==> src/rtl/ifetch_ctrl.sv <==
// Instruction-fetch sequencer: owns the PC, addresses the combinational ROM, registers one word for decode.
// Latency address->instruction 1 cycle; holds word/PC while decode stalls. Optional halt via IFETCH_HALT_EN.
module ifetch_ctrl #(
    parameter logic [31:0] RESET_PC  = 32'h0000_0000,
    parameter int unsigned ROM_DEPTH = 1024
) (
    input  logic        clk,
    input  logic        rst_n,
    output logic [31:0] address,
    input  logic [31:0] rom_data,
    output logic        inst_valid,
    input  logic        inst_ready,
    output logic [31:0] instruction,
    output logic [31:0] inst_pc,
    input  logic        redirect_valid,
    input  logic [31:0] redirect_pc,
`ifdef IFETCH_HALT_EN
    input  logic        halt,
    output logic        halted,
`endif
    output logic        misalign,
    output logic        fault,
    output logic [31:0] fetch_count
);

    typedef enum logic [1:0] {
        ST_RUN   = 2'd0,
        ST_FAULT = 2'd1
`ifdef IFETCH_HALT_EN
        , ST_HALT = 2'd2
`endif
    } state_t;

    state_t      state, state_nxt;
    logic [31:0] pc, pc_nxt;
    logic        valid_nxt;
    logic [31:0] instr_nxt;
    logic [31:0] ipc_nxt;
    logic        mis_nxt;
    logic        fault_nxt;
    logic [31:0] cnt_nxt;
    logic        take;
    logic        slot_free;
    logic        out_of_range;

    assign address      = {2'b00, pc[31:2]};
    assign take         = inst_valid & inst_ready;
    assign slot_free    = ~inst_valid | inst_ready;
    assign out_of_range = ({2'b00, pc[31:2]} >= ROM_DEPTH);

`ifdef IFETCH_HALT_EN
    assign halted = (state == ST_HALT);
`endif

    always_comb begin
        state_nxt = state;
        pc_nxt    = pc;
        valid_nxt = inst_valid;
        instr_nxt = instruction;
        ipc_nxt   = inst_pc;
        mis_nxt   = misalign;
        fault_nxt = fault;
        // A word handed over counts even when a redirect flushes the slot in the same cycle.
        cnt_nxt   = fetch_count + {31'd0, take};

        if (redirect_valid) begin
            pc_nxt    = {redirect_pc[31:2], 2'b00};
            valid_nxt = 1'b0;
            state_nxt = ST_RUN;
            fault_nxt = 1'b0;
            mis_nxt   = misalign | (|redirect_pc[1:0]);
        end else begin
            case (state)
                ST_RUN: begin
`ifdef IFETCH_HALT_EN
                    if (halt) begin
                        state_nxt = ST_HALT;
                        if (take) valid_nxt = 1'b0;
                    end else
`endif
                    if (slot_free) begin
                        if (out_of_range) begin
                            state_nxt = ST_FAULT;
                            fault_nxt = 1'b1;
                            valid_nxt = 1'b0;
                        end else begin
                            instr_nxt = rom_data;
                            ipc_nxt   = pc;
                            valid_nxt = 1'b1;
                            pc_nxt    = pc + 32'd4;
                        end
                    end
                end
                default: begin
                    // Stopped: no captures, but the held word can still drain.
                    if (take) valid_nxt = 1'b0;
`ifdef IFETCH_HALT_EN
                    if ((state == ST_HALT) && !halt) state_nxt = ST_RUN;
`endif
                end
            endcase
        end
    end

    always_ff @(posedge clk) begin
        if (!rst_n) begin
            state       <= ST_RUN;
            pc          <= RESET_PC;
            inst_valid  <= 1'b0;
            instruction <= 32'd0;
            inst_pc     <= 32'd0;
            misalign    <= 1'b0;
            fault       <= 1'b0;
            fetch_count <= 32'd0;
        end else begin
            state       <= state_nxt;
            pc          <= pc_nxt;
            inst_valid  <= valid_nxt;
            instruction <= instr_nxt;
            inst_pc     <= ipc_nxt;
            misalign    <= mis_nxt;
            fault       <= fault_nxt;
            fetch_count <= cnt_nxt;
        end
    end

endmodule
==> config.mk <==
export PLATFORM = sky130hd
export DESIGN_NAME = ifetch_ctrl
export DESIGN_NICKNAME = d
export VERILOG_FILES = /design/src/rtl/ifetch_ctrl.sv
export SDC_FILE = /design/constraint.sdc
export NUM_CORES = 1
export LEC_CHECK = 0
export ABC_AREA = 1
export BUFFER_PORTS_ARGS = -buffer_cell sky130_fd_sc_hd__buf_2
export CAP_MARGIN = 20
export CORE_ASPECT_RATIO = 0.9
export CORE_MARGIN = 5
export CORE_UTILIZATION = 40
export DETAILED_ROUTE_END_ITERATION = 12
export GPL_TIMING_DRIVEN = 1
export PLACE_DENSITY = 0.68
export RECOVER_POWER = 50
export SLEW_MARGIN = 0
export SYNTH_ARGS = -nofsm -noshare
export SYNTH_HDL_FRONTEND = slang
export SYNTH_SLANG_ARGS = --single-unit
==> constraint.sdc <==
create_clock -name clk -period 2.7 [get_ports clk]
set_input_delay 0.27 -clock clk [delete_from_list [all_inputs] [get_ports clk]]
set_output_delay 0.27 -clock clk [all_outputs]
set_load 0.05 [all_outputs]
; ---- Word level (Yosys, flattened, before mapping)
; Cells that the tools add are included.
[totals]
regBits = 131
out_inout_bits = 131
memories = 0
in_bits = 68
elab_cells = 39
mem_bits_ro = 0
latch_bits = 0
ramBits = 0
[op_classes]
reduce_logical = 11
muxes = 8
eq_ne = 2
bitwise_logic = 7
addsub = 2
div_mod_pow = 0
n_mul = 0
n_shift = 0
order_cmp = 1
[op_table]
columns = operator, n
row1 = two-way mux 32 bit, 4
row2 = adder 32 x 1 -> 32 bit, 1
row3 = "adder 32 x 3 -> 32 bit, second input constant", 1
row4 = ">= comparator 30 x 11 -> 1 bit, second input constant", 1
row5 = AND reduction 3 bit, 3
row6 = nonzero test 2 bit, 3
row7 = two-way mux 1 bit, 4
row8 = "!= test 2 bit, second input constant", 2
row9 = inverter 1 bit, 4
row10 = AND reduction 4 bit, 1
row11 = OR reduction 2 bit, 2
row12 = zero test 2 bit, 1
row13 = bitwise OR 1 bit, 2
row14 = AND reduction 2 bit, 1
row15 = bitwise AND 1 bit, 1

; ---- Longest topological paths before layout
[depth]
word_depth = 5
depth_mapped = 14
depth_no_buf = 14

; ---- Worst setup path before layout
; No wires, ideal clock.
[synth_path]
kind = register -> register
startpoint = reg inst_valid
endpoint = reg fetch_count[14]
period_less_slack_ns = 2.137
path_slack_ns = 0.563
t_required_ns = 2.572
setup_time_ns = 0.128
t_arrival_ns = 2.010
n_path_buf = 0
path_stages_with_launch = 14
cell_sequence = dfxtp_1 -> nand2_1 -> inv_1 -> ha_1 -> ha_1 -> nand2_1 -> inv_1 -> nand3_1 -> nor2_2 -> nand2_1 -> nor2_1 -> nand2_1 -> o21ai_0 -> nor2_1
[synth_via]
elab_chain_cells = 2
[synth_lines]
columns = element, line_no
row1 = "start, declared", 11  ; output logic inst_valid,
row2 = "start signal, assigned", 118  ; inst_valid <= valid_nxt;
row3 = bitwise AND 1 bit, 47  ; assign take = inst_valid & inst_ready;
row4 = adder 32 x 1 -> 32 bit, 64  ; cnt_nxt = fetch_count + {31'd0, take};
row5 = "end signal, assigned", 123  ; fetch_count <= cnt_nxt;
row6 = "end, declared", 23  ; output logic [31:0] fetch_count
; Every way passes these cells.
; A chain may end at the register's enable or synchronous reset.

; ---- Worst setup path in the final report
[layout_path]
startpoint = in redirect_valid
endpoint = reg pc[3]
[layout_via]
elab_chain_cells = 2
word_cells_on_any_way = 5
[layout_lines]
columns = element, line_no
row1 = "start, declared", 15  ; input logic redirect_valid,
row2 = != test 2 bit (no source line) / nonzero test 2 bit (equally long branches), n/a
row3 = AND reduction 3 bit (no source line), n/a
row4 = "end signal, assigned", 117  ; pc <= pc_nxt;
row5 = "end, declared", 35  ; logic [31:0] pc, pc_nxt;
; Several ways; a longest one is shown, not always the timed one.

==> results.json <==
{
  "antenna-diode-count": 0,
  "hold_viol": 0,
  "first_global_vias": 5182,
  "hold_buffers": 0,
  "worst_setup_path_end_kind": "flop",
  "max-vdd-ir-drop_mv": 0.6330,
  "globalRouteTotalUtil": 0.1944,
  "p_sw_frac": 0.2472,
  "cp_slowest_cell": "sky130_fd_sc_hd__clkbuf_1",
  "cts_post_setup_buffers_inserted": 0,
  "sinks_on_clock_net": 127,
  "post_drt_wl_per_cell_um": 13.24,
  "share_of_synthesized_registers_carrying_an_async_set_or_reset": 0,
  "layout.cells.non_filler": 1206,
  "detailroute.via_count": 5677,
  "run_status": "completed",
  "timing.setup.critical_path_class": "primary input to flop",
  "syn_inst": 818,
  "net-switching-power_mw": 1.184,
  "cts-resized-gates": 0,
  "io_buffers": 194,
  "tritoncts_clock_tree": "done",
  "setup_total_negative_slack_ns": 0,
  "initial_core_util": 0.4037,
  "yosys-top-cells-area": "sky130_fd_sc_hd__dfxtp_1, sky130_fd_sc_hd__nand2_1, sky130_fd_sc_hd__nor2_1",
  "die_area_mm2": 0.01650,
  "share_of_the_clock_period_used_by_the_worst_path": 0.7605,
  "worst-endpoint-required_ns": 3.03,
  "cp_data_arrival_time_ns": 2.38,
  "clock.fmax_mhz": 487.0,
  "placed_area_mm2": 0.006686,
  "cts-root-buf": "sky130_fd_sc_hd__clkbuf_16",
  "die_height_um": 122.4,
  "syn-mean-instance-area_um2": 6.862,
  "worst-slew-pin-transition_ns": 1.135,
  "power.combinational.fraction": 0.094,
  "clock_path_buffers": 2,
  "remaining_drc_errors": 0,
  "path_clk_slew_ns": 0.06,
  "synth_warnings": 0,
  "area_share_of_the_leading_cell_type_in_the_synthesized_netlist": 0.4530,
  "grt_setup_unrepaired": "no",
  "finalClockSkew_ns": 0.009943,
  "count_of_unique_library_cells_instantiated_by_yosys": 27,
  "placement_rows": 41,
  "ys_ff_latch": 127,
  "grt_max_degree": 92,
  "setup_viol": 0,
  "design.portCount": 199,
  "ant_nets": 0,
  "path_common_cell": "sky130_fd_sc_hd__nand2_1",
  "final_area_mm2": 0.007153,
  "placed_cells_incl_taps": 1174,
  "numCtsBuffers": 17,
  "synth_enable_flop_cells": 0,
  "crit_path_cell_trace": "clkbuf_1 -> inv_1 -> clkbuf_1 -> nand2_1 -> nand2_1 -> nand2_1 -> a21oi_1",
  "detail_route.iter0.violations": 316,
  "synthesis_to_layout_area_growth_pct": 27.44,
  "net_total_in_the_final_layout": 1072,
  "post-route-util": 0.5145,
  "register_area_share_after_synthesis": 0.4530,
  "power.share.clock": 0.498,
  "wirelength_um": 15970,
  "finalWeightedCongestion": 0.8880,
  "drt_first_pass_iters": 5,
  "crit_path_start_kind": "primary input",
  "critical_path.max_fanout": 25,
  "power.internal_mw": 3.606,
  "netlist_area_pre_place_mm2": 0.005613,
  "final_layout_size_suffix_gt1_frac": 0.1214,
  "synth_top_area_cell": "sky130_fd_sc_hd__dfxtp_1",
  "max_cap_violations": 0,
  "relative_slew_slack": 0.2431,
  "dieWidth_um": 134.9,
  "power.sequential.fraction": 0.408,
  "p_per_area_mw_per_mm2": 669.7,
  "number_of_antenna_violations_at_the_first_check_in_global_routing": 1,
  "max_slew_violations": 0,
  "worstSkewPairLatency_ns": 0.42,
  "fin_crit_ns": 2.053,
  "timing.hold.ws_ns": 0.1074,
  "leakagePower_nw": 2.965,
  "htree_num_levels": 4,
  "first_pass_grt_wire_length_um": 25860,
  "critical-path-max-stage-delay_ns": 0.86,
  "hold_class": "primary input to flop",
  "dominantRegCellSynth": "sky130_fd_sc_hd__dfxtp_1",
  "vias_per_cell": 4.707,
  "gr-total-overflow": 0,
  "core_area_mm2": 0.01390,
  "dp.final_hpwl_um": 11580
}
[flip-flops by register name, indices dropped and copies added, names as in the netlist]
signal	cells
inst_valid	1
pc	30
inst_pc	30
fetch_count	32
instruction	32
misalign	1
fault	1
[stage by stage]
step                power, mW  worst slack, ns
CTS                     4.856           0.6974
global route            4.975           0.3040
floorplan               2.328           0.5625
detailed placement      2.461           0.7155
finish                  4.790           0.6466
global placement        2.458           0.7478
[placed cells by master, fill, tap and decap left out, drive strengths merged, types with 17 or more instances in the layout]
master  instances
nand2         228
dfxtp         127
buf            83
nor2          148
nor3b          21
nand3          56
clkbuf        142
inv            83
a21oi          56
o21ai          17
[cell type report]
| type | instances | area [um2] |
|---|---|---|
| Multi-Input combinational cell | 569 | 2540 |
| Tap cell | 193 | 241.5 |
| Clock buffer | 23 | 498.0 |
| Timing Repair Buffer | 202 | 889.6 |
| Fill cell | 1477 | 6749 |
| Clock inverter | 9 | 130.1 |
| Sequential cell | 127 | 2542 |
| Inverter | 83 | 311.5 |
[metal layers]
layer,up-vias,track usage,routed length (um)
met3,23,0.05943,1313
met1,2532,0.2605,7571
met2,201,0.2988,6786
met5,-,0,20
li1,2919,-,-
met4,2,0.06679,277
[logic make-up after synthesis]
kind of cell,count (synthesis),share of synthesized area
compound gates,74,0.06643
xor+xnor,6,0.009364
fa+ha+maj,4,0.008917
buf+inv,125,0.09518
flops,127,0.4530
other cells,1,0.0006681
simple gates,481,0.3665
[path summary, 6_finish.rpt]
kind / from / end / slack [ns] / cells past startpoint
worst max-delay path: redirect_valid / pc[3]$_SDFFE_PN0P_ / 0.65 / 7
worst min-delay path: redirect_pc[31] / pc[31]$_SDFFE_PN0P_ / 0.11 / 3
worst min register to register: misalign$_SDFFE_PN0P_ / misalign$_SDFFE_PN0P_ / 0.45 / 2
worst max register to register: pc[31]$_SDFFE_PN0P_ / instruction[4]$_SDFFE_PN0P_ / 0.66 / 9
[Yosys cell counts, types with 9 or more instances]
| library cell | instances |
|---|---|
| sky130_fd_sc_hd__o21ai_0 | 17 |
| sky130_fd_sc_hd__nor3b_1 | 21 |
| sky130_fd_sc_hd__nand3_1 | 55 |
| sky130_fd_sc_hd__nor2_1 | 142 |
| sky130_fd_sc_hd__nand2_1 | 228 |
| sky130_fd_sc_hd__clkbuf_1 | 18 |
| sky130_fd_sc_hd__buf_2 | 10 |
| sky130_fd_sc_hd__nor3_1 | 10 |
| sky130_fd_sc_hd__inv_1 | 81 |
| sky130_fd_sc_hd__dfxtp_1 | 127 |
| sky130_fd_sc_hd__a21oi_1 | 56 |
| sky130_fd_sc_hd__nand4_1 | 9 |
[power groups by stage]
stage	Combinational (mW)	Sequential, mW	Clock, mW
after global placement	0.466	1.99	0
after global routing	0.496	1.96	2.52
after CTS	0.469	1.95	2.43
after detailed placement	0.466	1.99	0
after floorplan	0.192	2.14	0
final	0.450	1.96	2.38
[critical path: cells and delay by family]
kind,cells,cell delay (ns)
AOI/OAI and AO/OA,1,0.13
buffers and inverters,3,1.71
and+or+nand+nor,3,0.25
Power figures use the tool's default switching activity.
